<file path="src/rtl/phy_free_list_pkg.sv">
// Shared constants and types for the physical-register free list.
//   PHY_REGS  : number of physical registers (6-bit tags)
//   ARCH_REGS : architectural registers, identity-mapped at reset (p0..p31)
//   FL_DEPTH  : free-list entries (PHY_REGS - ARCH_REGS)
//   PHY_TAG_W : physical tag width
package phy_free_list_pkg;

  localparam int unsigned PHY_REGS  = 64;
  localparam int unsigned ARCH_REGS = 32;
  localparam int unsigned FL_DEPTH  = PHY_REGS - ARCH_REGS;
  localparam int unsigned PHY_TAG_W = 6;

  typedef logic [PHY_TAG_W-1:0] phy_tag_t;
  // 5-bit index plus wrap bit.
  typedef logic [5:0]           fl_ptr_t;

  // Number of set bits in a 2-bit request/valid vector.
  function automatic logic [1:0] popcnt2(logic [1:0] v);
    return {1'b0, v[0]} + {1'b0, v[1]};
  endfunction

endpackage

</file>
<file path="src/rtl/phy_free_list_ptr_adv.sv">
// Pointer advance: ptr_o = ptr_i + inc_i (mod 64). Wrap bit falls out of the
// 6-bit arithmetic naturally.
//   ptr_i : current pointer (index + wrap bit)
//   inc_i : increment, 0..2
//   ptr_o : advanced pointer
module fl_ptr_adv
  import phy_free_list_pkg::*;
(
  input  logic [5:0] ptr_i,
  input  logic [1:0] inc_i,
  output logic [5:0] ptr_o
);

  assign ptr_o = ptr_i + {4'b0000, inc_i};

endmodule

</file>
<file path="src/rtl/phy_free_list.sv">
// Physical-register free list for a 2-wide rename stage.
// Circular FIFO of free tags: speculative head (hs) is consumed at rename,
// committed head (hc) tracks retired allocations, tail (t) receives old
// mappings released at commit. A flush rewinds hs to the committed head.
// Tag p0 is hard-mapped to $0 and is never written into the list.
//
// Ports:
//   clk_i, rst_ni        : clock, asynchronous active-low reset
//   flush_i              : pipeline flush, discards uncommitted allocations
//   stall_i              : downstream stall, blocks allocation
//   alloc_req_i[1:0]     : bit0 = inst1 needs dst, bit1 = inst2 needs dst
//   alloc_phydst1_o/2_o  : allocated tags (0 when slot not requested)
//   stall_o              : not enough free tags for this cycle's requests
//   commit_cnt_i[1:0]    : committing instructions that allocated a dst (0..2)
//   free_en_i[1:0]       : per-slot release enable
//   free_phydst1_i/2_i   : old tags being released
//   free_count_o         : speculative free count (0..32)
//   fl_err_o             : sticky consistency error (only with PHY_FREE_CHK_EN)
//
// Optional feature macro: PHY_FREE_CHK_EN (adds fl_err_o and its checks).
module phy_free_list
  import phy_free_list_pkg::*;
(
  input  logic       clk_i,
  input  logic       rst_ni,
  input  logic       flush_i,
  input  logic       stall_i,
  input  logic [1:0] alloc_req_i,
  output logic [5:0] alloc_phydst1_o,
  output logic [5:0] alloc_phydst2_o,
  output logic       stall_o,
  input  logic [1:0] commit_cnt_i,
  input  logic [1:0] free_en_i,
  input  logic [5:0] free_phydst1_i,
  input  logic [5:0] free_phydst2_i,
`ifdef PHY_FREE_CHK_EN
  output logic       fl_err_o,
`endif
  output logic [5:0] free_count_o
);

  phy_tag_t entry_q [FL_DEPTH];

  fl_ptr_t hs_q, hs_d, hs_adv;
  fl_ptr_t hc_q, hc_d;
  fl_ptr_t t_q,  t_d;

  fl_ptr_t    free_cnt;
  logic [1:0] alloc_n;
  logic       alloc_go;
  logic [1:0] hs_inc;

  logic       fv1, fv2;
  logic [1:0] free_n;
  logic [4:0] widx1, widx2;
  logic [4:0] ridx1, ridx2;

  // ---------------------------------------------------------------------------
  // Occupancy and allocation
  // ---------------------------------------------------------------------------
  assign free_cnt     = t_q - hs_q;
  assign free_count_o = free_cnt;

  assign alloc_n  = popcnt2(alloc_req_i);
  // Uses the pre-edge count only; frees arriving this cycle do not help.
  assign stall_o  = free_cnt < {4'b0000, alloc_n};
  assign alloc_go = !stall_i && !stall_o && !flush_i;
  assign hs_inc   = alloc_go ? alloc_n : 2'd0;

  // Slot 2 takes the next entry only when slot 1 also consumes one.
  assign ridx1 = hs_q[4:0];
  assign ridx2 = hs_q[4:0] + {4'b0000, alloc_req_i[0]};

  // Candidate tags are presented even when stalled.
  assign alloc_phydst1_o = alloc_req_i[0] ? entry_q[ridx1] : 6'd0;
  assign alloc_phydst2_o = alloc_req_i[1] ? entry_q[ridx2] : 6'd0;

  // ---------------------------------------------------------------------------
  // Frees: tag 0 is never returned to the list
  // ---------------------------------------------------------------------------
  assign fv1    = free_en_i[0] && (free_phydst1_i != 6'd0);
  assign fv2    = free_en_i[1] && (free_phydst2_i != 6'd0);
  assign free_n = popcnt2({fv2, fv1});

  assign widx1 = t_q[4:0];
  assign widx2 = t_q[4:0] + {4'b0000, fv1};

  // ---------------------------------------------------------------------------
  // Pointer advance
  // ---------------------------------------------------------------------------
  fl_ptr_adv u_hs_adv (
    .ptr_i (hs_q),
    .inc_i (hs_inc),
    .ptr_o (hs_adv)
  );

  fl_ptr_adv u_hc_adv (
    .ptr_i (hc_q),
    .inc_i (commit_cnt_i),
    .ptr_o (hc_d)
  );

  fl_ptr_adv u_t_adv (
    .ptr_i (t_q),
    .inc_i (free_n),
    .ptr_o (t_d)
  );

  // Flush rewinds to the committed head including this cycle's commits.
  assign hs_d = flush_i ? hc_d : hs_adv;

  always_ff @(posedge clk_i or negedge rst_ni) begin
    if (!rst_ni) begin
      hs_q <= 6'd0;
      hc_q <= 6'd0;
      t_q  <= 6'b100000;
      for (int i = 0; i < int'(FL_DEPTH); i++) begin
        entry_q[i] <= phy_tag_t'(int'(ARCH_REGS) + i);
      end
    end else begin
      hs_q <= hs_d;
      hc_q <= hc_d;
      t_q  <= t_d;
      if (fv1) entry_q[widx1] <= free_phydst1_i;
      if (fv2) entry_q[widx2] <= free_phydst2_i;
    end
  end

`ifdef PHY_FREE_CHK_EN
  // ---------------------------------------------------------------------------
  // Consistency checks (sticky until reset)
  // ---------------------------------------------------------------------------
  fl_ptr_t    spec_dist;
  logic [6:0] cnt_after_free;
  logic       err_overfree, err_commit, err_dup, fl_err_q;

  assign cnt_after_free = {1'b0, free_cnt} + {5'b00000, free_n};
  assign err_overfree   = cnt_after_free > 7'd32;
  // Speculative allocations still ahead of the committed head.
  assign spec_dist      = hs_q - hc_q;
  assign err_commit     = spec_dist < {4'b0000, commit_cnt_i};
  assign err_dup        = fv1 && fv2 && (free_phydst1_i == free_phydst2_i);

  always_ff @(posedge clk_i or negedge rst_ni) begin
    if (!rst_ni) begin
      fl_err_q <= 1'b0;
    end else if (err_overfree || err_commit || err_dup) begin
      fl_err_q <= 1'b1;
    end
  end

  assign fl_err_o = fl_err_q;
`endif

endmodule

</file>
<file path="config.mk">
export PLATFORM = sky130hd
export DESIGN_NAME = phy_free_list
export DESIGN_NICKNAME = d
export VERILOG_FILES = /design/src/rtl/phy_free_list_pkg.sv /design/src/rtl/phy_free_list_ptr_adv.sv /design/src/rtl/phy_free_list.sv
export SDC_FILE = /design/constraint.sdc
export NUM_CORES = 1
export LEC_CHECK = 0
export CELL_PAD_IN_SITES_DETAIL_PLACEMENT = 1
export CELL_PAD_IN_SITES_GLOBAL_PLACEMENT = 2
export CORE_MARGIN = 4
export CORE_UTILIZATION = 46
export CTS_BUF_LIST = sky130_fd_sc_hd__clkbuf_8
export DETAILED_ROUTE_END_ITERATION = 8
export PLACE_DENSITY = 0.84
export SETUP_SLACK_MARGIN = 0.2
export SLEW_MARGIN = 5
export SYNTH_ARGS = -nofsm -noshare
export SYNTH_HDL_FRONTEND = slang
export SYNTH_HIERARCHICAL = 1
export SYNTH_SLANG_ARGS = --single-unit
export TNS_END_PERCENT = 50
</file>
<file path="constraint.sdc">
create_clock -name clk_i -period 4.7 [get_ports clk_i]
set_input_delay 0.94 -clock clk_i [delete_from_list [all_inputs] [get_ports clk_i]]
set_output_delay 0.94 -clock clk_i [all_outputs]
set_load 0.005 [all_outputs]
</file>
# Word-level counts from Yosys, hierarchy flattened
# Cells that the tools add are included.
# word_totals
reg_bits	210
latch_bits	0
ramBits	0
mem_bits_ro	0
in_bits	22
elab_cells	83
n_memories	0
# op_classes
add_sub_neg	8
multipliers	0
n_div	0
order_cmp	7
n_eq_ne	0
shift	0
muxes	18
n_bitwise	4
reduce_logical	11
# op_table
op	n
$bwmux 192	2
$mux 192	2
$bmux 6 s5	2
$demux 6 s5	2
$mux 6	9
$ge 6x6->1 const B	4
$not 5->6	4
$add 6x2->6	3
$lt 6x1->1 const B	2
$reduce_bool 6->1	2
$add 5x1->5	2
$logic_and 1x1->1	6
$lt 6x2->1	1
$sub 6x6->6	1
$add 1x1->2	2
$logic_not 1->1	3
$mux 2	1

# Depth between registers and ports, before layout
# Gate-level depths: netlist of run 1.
# depth
word_depth	10
mapped_depth	15
ltp_nobuf	14

# Modules after synthesis
# Netlist of run 1, hierarchy kept.
# by_module_without_submodules
module	n_inst	cells_each	area_per_inst_um2	seq_area_each_um2
phy_free_list	1	1093	14004.7	5396.4
fl_ptr_adv	3	11	102.6	0.0

# Worst setup path before layout of run 1
# OpenSTA, ideal clock, no wires.
# synth_path
kind	flip-flop to flip-flop
from	register hs_q[1]
to	register hs_q[5]
arrival_ps	4050
t_required_ps	4575
setup_slack_ps	526
path_stages_with_launch	16
period_less_slack_ps	4174
path_cell_list	dfrtp_1 > clkbuf_1 > clkbuf_1 > clkbuf_1 > inv_1 > fa_1 > a21o_1 > a21oi_1 > xnor2_1 > nor3_1 > a2111oi_0 > ha_1 > a21o_1 > nand4_1 > xnor2_1 > mux2_2
# synth_between
elab_chain_len	8
# synth_rtl
element	line	rtl
start, declared	phy_free_list.sv:44	fl_ptr_t hs_q, hs_d, hs_adv;
start signal, assigned	phy_free_list.sv:121	hs_q <= hs_d;
$sub 6x6->6	phy_free_list.sv:61	assign free_cnt = t_q - hs_q;
via free_count_o[4]	phy_free_list.sv:39	output logic [5:0] free_count_o
$lt 6x2->1	phy_free_list.sv:66	assign stall_o = free_cnt < {4'b0000, alloc_n};
$logic_not 1->1	phy_free_list.sv:67	assign alloc_go = !stall_i && !stall_o && !flush_i;
$logic_and 1x1->1 (2 in series)	phy_free_list.sv:67	
$mux 2	phy_free_list.sv:68	assign hs_inc = alloc_go ? alloc_n : 2'd0;
via hs_inc[1]	phy_free_list.sv:51	logic [1:0] hs_inc;
$add 6x2->6	phy_free_list_ptr_adv.sv:14	assign ptr_o = ptr_i + {4'b0000, inc_i};
via hs_adv[5]	phy_free_list.sv:44	
$mux 6	phy_free_list.sv:110	assign hs_d = flush_i ? hc_d : hs_adv;
via hs_d[5]	phy_free_list.sv:44	
# The timed path passes the listed nets, and every way through them passes these cells.

# Worst setup path after layout of run 1
# layout_path
from	input alloc_req_i[0]
to	output alloc_phydst2_o[4]
# layout_between
elab_chain_len	6
# layout_rtl
element	line	rtl
start, declared	phy_free_list.sv:28	input logic [1:0] alloc_req_i,
$add 5x1->5	phy_free_list.sv:72	assign ridx2 = hs_q[4:0] + {4'b0000, alloc_req_i[0]};
$not 5->6 (not written as such)	phy_free_list.sv:76	assign alloc_phydst2_o = alloc_req_i[1] ? entry_q[ridx2] : 6'd0;
$bmux 6 s5	phy_free_list.sv:76	
$mux 6 (not written as such) (2 in series)	phy_free_list.sv:76	
$mux 6	phy_free_list.sv:76	
end, declared	phy_free_list.sv:30	output logic [5:0] alloc_phydst2_o,
# No other way between the ends. The select of a mux whose other input is x is not followed.

==> reports/results.ini, run 1 <==
[die]
core_um2 = 30670
die_x_um = 184.4
dieArea_um2 = 34000
start_util = 0.4667
core.rowCount = 64
die_h_um = 184.4
io_pins = 41

[sta]
rsz0062_at_grt = yes
timing.final.crit_share = 0.9601
final-setup-viol-count = 0
final_hold_viol_count = 0
setup_ws_ps = 187.7
finClkSkew_ps = 22.00
slew_viol_final = 0
whs_ps = 469.9
finalCriticalPeriod_ps = 4512
worstMarginPinSlew_ps = 1240
fmax_mhz = 221.6
maxSlewHeadroom = 0.1670

[grt]
grt_max_degree = 110
globalRouteTotalUtil = 0.2926
globalRoute.totalOverflow = 0
grt_pass1_wl_um = 74310
grt_antenna_before_repair = 0
grt_pass1_vias = 11521

[detailed_routing]
routed-via-count = 10665
wl_per_cell_um = 30.27
drc = 0
drt_wl_total_um = 49190
drt_iter0_drc = 798
firstDrtPassIters = 5
ant_nets = 0
via_per_inst = 6.563

[synth]
seq_area_frac_synth = 0.3770
synth_edf_count = 0
yosys-top-cells-area = dfstp_2 (21%), mux2_2 (21%), mux4_2 (17%)
synth.most_common_cell = mux2_2
async_flop_share = 1.000
ys_warn_count = 6
syn-num-nets = 1170
netlist_area_um2 = 14310
synth_xor_area_frac = 0.01163
post_synth_fa_ha_maj_area_fraction = 0.02133
synth_flop_cell = dfstp_2
synth.mux.area_fraction = 0.4450
synth-compound-area-share = 0.06277
synth_top_family_by_area = multiplexers
ys_seq_elements = 210
synth.top_cell.area_share = 0.2074
synth_cell_type_count = 50
syn_area_per_cell_um2 = 12.71
synthSimpleGateAreaFrac = 0.05446
synth_common_cells = mux2_2 (263), dfstp_2 (113), mux4_2 (108)
yosys.area.top_type = dfstp_2
netlist_instances = 1126

[worst_setup_path]
endpoint_kind = primary output
crit_chain = dlygate4sd2_1 -> ha_4 -> buf_6 -> clkbuf_16 -> mux4_2 -> mux2_2 -> a22oi_1 -> nand2_1 -> clkdlybuf4s50_1
setup.worst_path.start_class = primary input
cp_max_fo = 7
arrival_ps = 3570
slowest_stage = mux4_2
crit_required_ps = 3760
crit_type = in2out
cp_slowest_stage_delay_ps = 530

[finish]
antenna_cells = 0
areaGrowthSynthToFinish_pct = 14.98
layout-drive-gt1-share = 0.5199
finalInstanceArea_um2 = 16460
num-fill-cells = 3079
nets = 1241

[cts]
post_cts.repair.setup_buffers = 0
clock_sinks = 210
cts.clk_slew.worst_paths_ps = 60
clockRootBuffer = clkbuf_8
ctsHtreeMaxLevel = 2
numCtsBuffers = 40
clk_latency_ps = 560
cts_tree = built
clk_path_buf_depth = 3

[placed_design]
hpwl_um = 33050
pre_cts_slack_ps = -102.9
io_buffers = 40
placed_area_um2 = 15570
place_congestion = 0.9275

[power_and_ir_drop]
p_leak_uw = 0.006471
peakVddDrop_v = 0.0004226
power_density_nw_per_um2 = 815.5

[min_path]
hp-class = reg2reg

[run_status]
status = completed

[job]
cap_violations = 0

-- what timing repair did --
| action | 4_1_cts | 5_1_grt |
|---|---|---|
| hold buffers | 0 | 0 |
| pin swaps | 0 | 1 |
| setup endpoints to repair | 6 | 7 |
| cloned | 0 | 1 |
| gates resized for setup | 5 | 3 |
-- report_power, final --
| part | switching (uW) | total (uW) | internal, uW |
|---|---|---|---|
| Clock | 853 | 1890 | 1030 |
| Sequential | 961 | 4030 | 3070 |
| Combinational | 3340 | 7500 | 4160 |
| Total | 5160 | 13400 | 8260 |
-- area by class of cell --
type                       instances  area, um2  area share
timing repair buffer             115       1094     0.06645
sequential                       210       5403      0.3283
clock inverter                    23      128.9    0.007831
clock buffer                      51      701.9     0.04265
tap                              396      495.5     0.03011
multi-input combinational        814       8574      0.5210
inverter                          16      60.06    0.003649
-- flip-flops by register name (all words and copies together) (netlist names) --
name,count
entry_q,192
hs_q,6
hc_q,6
t_q,6
-- final timing paths --
kind / startpoint / end / slack (ps) / depth (start not counted)
max: alloc_req_i[0] / alloc_phydst2_o[4] / 190 / 9
min: hc_q[5] / hc_q[5] / 470 / 1
max reg2reg: t_q[0] / hs_q[5] / 710 / 14
min reg2reg: hc_q[5] / hc_q[5] / 470 / 1
max in group asynchronous: rst_ni / entry_q[3] / 3050 / 2
min in group asynchronous: rst_ni / hs_q[1] / 490 / 1
-- worst max-delay path: cells and delay by family --
| kind | cells | cell delay, ps |
|---|---|---|
| AND/OR/NAND/NOR | 1 | 120 |
| adder cells (fa/ha/maj) | 1 | 340 |
| buffers and inverters | 4 | 1120 |
| multiplexers | 2 | 850 |
| AO/OA/AOI/OAI | 1 | 190 |
-- logic make-up after synthesis --
family / Yosys count
AOI/OAI and AO/OA: 128
xor gates and xnor gates: 19
adders and majority gates: 22
buffers and inverters: 102
DFF: 210
muxes: 466
and+or+nand+nor: 179
-- cells in the final DEF (no fill, tap or decap), types with 36 or more instances in the layout --
cell type,netlist,layout
buf_4,0,63
dfstp_2,113,113
mux4_2,108,108
clkbuf_8,0,52
mux2_2,263,263
mux2i_1,76,74
clkdlybuf4s50_1,0,36
dfrtp_1,97,94
nand2_1,51,51
a21oi_1,39,39
nor2_1,71,71
-- per-layer routing --
| layer | global-route usage | part of all wire |
|---|---|---|
| met1 | 0.3945 | 0.41 |
| met2 | 0.4811 | 0.48 |
| met3 | 0.04421 | 0.067 |
| met4 | 0.1103 | 0.042 |
| met5 | 0 | 0 |
-- through the flow --
step / TNS [ps] / power, uW / instances / utilization
6_report: 0 / 13420 / 1625 / 0.5366
3_5_place_dp: -679.1 / 11370 / 1550 / 0.5077
3_3_place_gp: -443.2 / 11110 / 1550 / 0.5077
2_1_floorplan: 0 / 8519 / 1126 / -
4_1_cts: 0 / 13340 / 1624 / 0.5355
5_1_grt: 0 / 14090 / 1625 / 0.5366
Note: power is estimated with default switching activity, not from simulation.
==> inputs of run 2 (changes only) <==
--- a/config.mk
+++ b/config.mk
@@ -8,10 +8,10 @@
 export CELL_PAD_IN_SITES_DETAIL_PLACEMENT = 1
 export CELL_PAD_IN_SITES_GLOBAL_PLACEMENT = 2
 export CORE_MARGIN = 4
-export CORE_UTILIZATION = 46
+export CORE_UTILIZATION = 30
 export CTS_BUF_LIST = sky130_fd_sc_hd__clkbuf_8
 export DETAILED_ROUTE_END_ITERATION = 8
-export PLACE_DENSITY = 0.84
+export PLACE_DENSITY = 0.59
 export SETUP_SLACK_MARGIN = 0.2
 export SLEW_MARGIN = 5
 export SYNTH_ARGS = -nofsm -noshare
==> reports/results.ini, run 2 (synthesis results as in run 1) <==
[finish]
nets = 1250  ; +0.73%
regMostFlops = entry_q
areaGrowthSynthToFinish_pct = 17.48
layout-drive-gt1-share = 0.5165  ; -0.003416
largest_register_ffs = 192  ; unchanged
layout_common_cells = mux2_2 (263), dfstp_2 (113), mux4_2 (108)
layout_commonest_cell = mux2_2
num-fill-cells = 4992  ; +62%
finalInstanceArea_um2 = 16810  ; +2.2%

[worst_setup_path]
crit_type = in2out
endpoint_kind = primary output
cp_max_fo = 6  ; -1
crit_required_ps = 3760  ; about the same
setup.worst_path.start_class = primary input
reg2reg_slack_ps = 850  ; +140 ps
arrival_ps = 3610  ; +40 ps

[min_path]
hp-class = in2async

[sta]
slew_viol_final = 0  ; unchanged
rsz0062_at_grt = yes
worstMarginPinSlew_ps = 1117  ; -123.0 ps
timing.final.crit_share = 0.9675  ; +0.007436
final-setup-viol-count = 0  ; unchanged
fmax_mhz = 219.9  ; -0.77%
finalCriticalPeriod_ps = 4547  ; +34.95 ps
finClkSkew_ps = 29.67  ; +7.669 ps
finalSetupTns_ps = 0  ; unchanged
final_hold_viol_count = 0  ; unchanged
maxSlewHeadroom = 0.2496  ; +0.08263
setup_ws_ps = 152.8  ; -34.95 ps

[grt]
grt_max_degree = 95  ; -14%
globalRouteTotalUtil = 0.2064  ; -0.08619
grt_pass1_vias = 11098  ; -3.7%
grt_pass1_wl_um = 77080  ; +3.7%
grt_antenna_before_repair = 1  ; +1
globalRoute.totalOverflow = 0  ; unchanged

[die]
start_util = 0.3055  ; -0.1612
dieArea_um2 = 51270  ; +51%
io_pins = 41  ; unchanged
core_um2 = 46850  ; +53%
die_x_um = 226.4  ; +23%
core.rowCount = 79  ; +23%
die_h_um = 226.4  ; +23%

[detailed_routing]
wl_per_cell_um = 28.28  ; -6.6%
ant_nets = 0  ; unchanged
wl_met1_um = 22470  ; +11%
drt_wl_total_um = 52290  ; +6.3%
firstDrtPassIters = 5  ; unchanged
via_per_inst = 5.540  ; -16%
routed-via-count = 10244  ; -3.9%
top_layer_used = met4
drc = 0  ; unchanged
drt_iter0_drc = 500  ; -37%
route.met2.wl_um = 26130  ; +11%
wl_met3_um = 1661  ; -49%

[cts]
ctsHoldBuffers = 0  ; unchanged
clk_path_buf_depth = 3  ; unchanged
numCtsBuffers = 43  ; +7.5%
clock_sinks = 210  ; unchanged
ctsHtreeMaxLevel = 2  ; unchanged
clockRootBuffer = clkbuf_8
clk_latency_ps = 610  ; +50 ps
post_cts.repair.setup_buffers = 0  ; unchanged
cts.clk_slew.worst_paths_ps = 50  ; about the same
cts_tree = built

[placed_design]
io_buffers = 40  ; unchanged
pre_cts_slack_ps = -231.9  ; -129.0 ps
place_congestion = 0.8498  ; -8.4%
hpwl_um = 37090  ; +12%
placed_area_um2 = 15880  ; +2.0%

[power_and_ir_drop]
power_density_nw_per_um2 = 805.2  ; -1.3%
p_leak_uw = 0.006580  ; +1.7%
finalPower_uw = 13540  ; +0.88%
peakVddDrop_v = 0.0003136  ; -26%

[job]
cap_violations = 0  ; unchanged

[run_status]
status = completed

-- run 2: changes by cell type in the layout (fill, tap and decap cells not counted), sizes merged, moves of 2 or more --
| cell | before | now |
|---|---|---|
| clkinvlp | 3 | 1 |
| dlymetal6s2s | 0 | 2 |
| clkdlybuf4s50 | 36 | 33 |
| inv | 30 | 46 |
| clkbuf | 53 | 48 |
| buf | 76 | 83 |
| clkinv | 5 | 1 |
-- run 2: cell type report --
| type | count | area [um2] | share of cell area |
|---|---|---|---|
| Clock inverter | 32 | 138.9 | 0.008260 |
| Inverter | 16 | 60.06 | 0.003572 |
| Multi-Input combinational cell | 814 | 8630 | 0.5132 |
| Clock buffer | 48 | 660.6 | 0.03929 |
| Sequential cell | 210 | 5401 | 0.3212 |
| Antenna cell | 1 | 2.502 | 0.0001488 |
| Tap cell | 607 | 759.5 | 0.04517 |
| Timing Repair Buffer | 121 | 1162 | 0.06913 |
-- run 2: where the power goes --
group,internal [uW],switching [uW]
registers,3070,926
logic,4250,3470
clock network,938,884
-- run 2: routing by layer --
layer | vias up | GRT usage
li1 | 4461 | -
met1 | 5500 | 0.2635
met2 | 187 | 0.3575
met3 | 96 | 0.02784
met4 | 0 | 0.07816
met5 | - | 0
-- run 2: repair_timing --
action | 4_1_cts | 5_1_grt
setup endpoints to repair | 11 | 7
gates resized for setup | 21 | 4
pin swaps | 1 | 3
gates cloned | 1 | 0
-- run 2: metrics by stage --
| step | hold WS, ps | std cells | util |
|---|---|---|---|
| after detailed placement | 461.6 | 1767 | 0.3390 |
| after floorplan | 438.5 | 1126 | - |
| final | 310.2 | 1849 | 0.3589 |
| after global routing | 392.4 | 1848 | 0.3588 |
| after global placement | 460.2 | 1767 | 0.3390 |
| after CTS | 350.7 | 1848 | 0.3587 |
-- run 2: worst max-delay path, stage by stage --
cell	delay, ps
dlygate4sd2_1	290
ha_4	380
buf_6	170
mux4_2	530
mux2i_2	250
a211oi_1	120
buf_4	160
a22oi_1	160
nand2_1	130
clkdlybuf4s50_1	470
-- run 2: worst paths after layout --
check | depth (start not counted) | end | from
max in group asynchronous | 2 | entry_q[108] | rst_ni
max reg2reg | 14 | hs_q[5] | t_q[0]
min | 1 | hc_q[0] | rst_ni
min in group clk_i | 1 | hc_q[5] | hc_q[5]
max | 10 | alloc_phydst2_o[2] | alloc_req_i[0]
min reg2reg | 1 | hc_q[5] | hc_q[5]
==> inputs of run 3 (changes only) <==
--- a/config.mk
+++ b/config.mk
@@ -9,7 +9,7 @@
 export CELL_PAD_IN_SITES_GLOBAL_PLACEMENT = 2
 export CORE_MARGIN = 4
 export CORE_UTILIZATION = 30
-export CTS_BUF_LIST = sky130_fd_sc_hd__clkbuf_8
+export CTS_BUF_LIST = sky130_fd_sc_hd__clkbuf_4
 export DETAILED_ROUTE_END_ITERATION = 8
 export PLACE_DENSITY = 0.59
 export SETUP_SLACK_MARGIN = 0.2
==> reports/results.ini, run 3 (synthesis results as in run 1) <==
[run_status]
status = completed

[grt]
grt_pass1_vias = 11300  ; +1.8%
globalRouteTotalUtil = 0.2085  ; +0.002081
globalRoute.totalOverflow = 0  ; unchanged
grt_pass1_wl_um = 77520  ; +0.57%
grt_max_degree = 95  ; unchanged
grt_antenna_before_repair = 3  ; +2

[worst_setup_path]
endpoint_kind = primary output
crit_type = reg2out
setup.worst_path.start_class = flop
crit_required_ps = 3760  ; about the same
arrival_ps = 3480  ; -130 ps
cp_max_fo = 6  ; unchanged

[detailed_routing]
drt_iter0_drc = 548  ; +9.6%
via_per_inst = 5.543  ; about the same
ant_nets = 0  ; unchanged
wl_per_cell_um = 28.26  ; about the same
firstDrtPassIters = 5  ; unchanged
routed-via-count = 10593  ; +3.4%
drc = 0  ; unchanged
drt_wl_total_um = 54000  ; +3.3%

[power_and_ir_drop]
seq_power_share = 0.282  ; -0.013
power_density_nw_per_um2 = 821.8  ; +2.1%
peakVddDrop_v = 0.0003186  ; +1.6%
power.share.clock = 0.142  ; +0.007
p_sw_frac = 0.3888  ; -0.001076
power_switching_uw = 5511  ; +4.4%
power_frac_comb = 0.576  ; +0.006
intPower_uw = 8663  ; +4.9%
p_leak_uw = 0.006732  ; +2.3%

[die]
die_h_um = 226.4  ; unchanged
start_util = 0.3055  ; unchanged
core_um2 = 46850  ; unchanged
io_pins = 41  ; unchanged
core.rowCount = 79  ; unchanged
dieArea_um2 = 51270  ; unchanged
die_x_um = 226.4  ; unchanged

[cts]
clock_sinks = 210  ; unchanged
ctsHtreeMaxLevel = 3  ; +1
numCtsBuffers = 68  ; +58%
cts.clk_slew.worst_paths_ps = 60  ; about the same
clk_path_buf_depth = 3  ; unchanged
cts_tree = built
clk_latency_ps = 790  ; +180 ps
ctsHoldBuffers = 0  ; unchanged
clockRootBuffer = clkbuf_4

[min_path]
hp-class = in2async

[finish]
nets = 1293  ; +3.4%
layout_commonest_cell = mux2_2
layout-drive-gt1-share = 0.5719  ; +0.05535
largest_register_ffs = 192  ; unchanged
final_cells = 1911  ; +3.4%
layout_common_cells = mux2_2 (263), dfstp_2 (113), clkbuf_4 (109)
areaGrowthSynthToFinish_pct = 20.50
regMostFlops = entry_q

[placed_design]
hpwl_um = 37090  ; unchanged
io_buffers = 40  ; unchanged
dp_cells = 1767  ; unchanged
place_congestion = 0.8498  ; unchanged

[sta]
timing.final.crit_share = 0.9415  ; -0.02603
fmax_mhz = 226.0  ; +2.8%
finalSetupTns_ps = 0  ; unchanged
rsz0062_at_grt = yes
finClkSkew_ps = 42.92  ; +13.25 ps
final_hold_viol_count = 0  ; unchanged
slew_viol_final = 0  ; unchanged
worstMarginPinSlew_ps = 1126  ; +9.339 ps
final-setup-viol-count = 0  ; unchanged
maxSlewHeadroom = 0.2433  ; -0.006274
finalCriticalPeriod_ps = 4425  ; -122.3 ps

[job]
cap_violations = 0  ; unchanged

==> run 3: layer usage <==
metal  global-route usage  up-vias  part of all wire
met5                    0        -                 0
met4              0.07954        0             0.040
met3              0.04247      106             0.044
met2               0.3580      292              0.49
met1               0.2594     5595              0.42
li1                     -     4600                 -
==> run 3: worst paths after layout <==
path / startpoint / end / slack, ps / cells past startpoint
setup / recovery: hs_q[0] / alloc_phydst1_o[4] / 280 / 6
setup reg to reg: t_q[0] / hs_q[5] / 920 / 14
max in group asynchronous: rst_ni / entry_q[141] / 3420 / 2
min in group clk_i: hc_q[5] / hc_q[5] / 470 / 1
hold / removal: rst_ni / hc_q[0] / 140 / 1
hold reg to reg: hc_q[5] / hc_q[5] / 470 / 1
==> run 3: worst max-delay path: stages, from the launching register on <==
cell	delay, ps
dfrtp_4	490
buf_12	160
buf_6	190
mux4_2	540
mux4_2	540
a22o_1	300
clkdlybuf4s50_1	470
==> run 3: stage by stage <==
step                instance area, um2  total power, uW  setup WS [ps]  hold WS, ps  utilization
finish                           17250            14170          275.1        137.6       0.3681
global route                     17250            14980          132.7        143.3       0.3681
CTS                              17010            13980          30.71        135.7       0.3630
detailed placement               15880            11540         -231.9        461.6       0.3390
global placement                 15880            11400         -242.7        460.2       0.3390
floorplan                        14310             8519          525.7        438.5            -
==> run 3: power by group through the flow <==
stage	clock network, uW	logic [uW]	registers (uW)
final	2010	8160	4000
after global routing	2210	8650	4120
after CTS	2100	7870	4010
after detailed placement	0	7520	4020
after global placement	0	7410	3990
after floorplan	0	5000	3520
==> run 3: timing repair <==
action | in CTS | in global routing
pin swaps | 7 | 10
setup endpoints to repair | 13 | 14
gates resized for setup | 37 | 34
gates cloned | 2 | 6
setup buffers | 6 | 5
==> run 3: layout make-up <==
type                    count  area, um2
diodes                      3      7.507
clock buffers             109      818.3
clock inverters            13      87.58
fillers                  5011      29610
inverters                  16      60.06
multi-input cells         814       8710
flip-flops and latches    210       5404
well taps                 607      759.5
repair buffers            139       1400
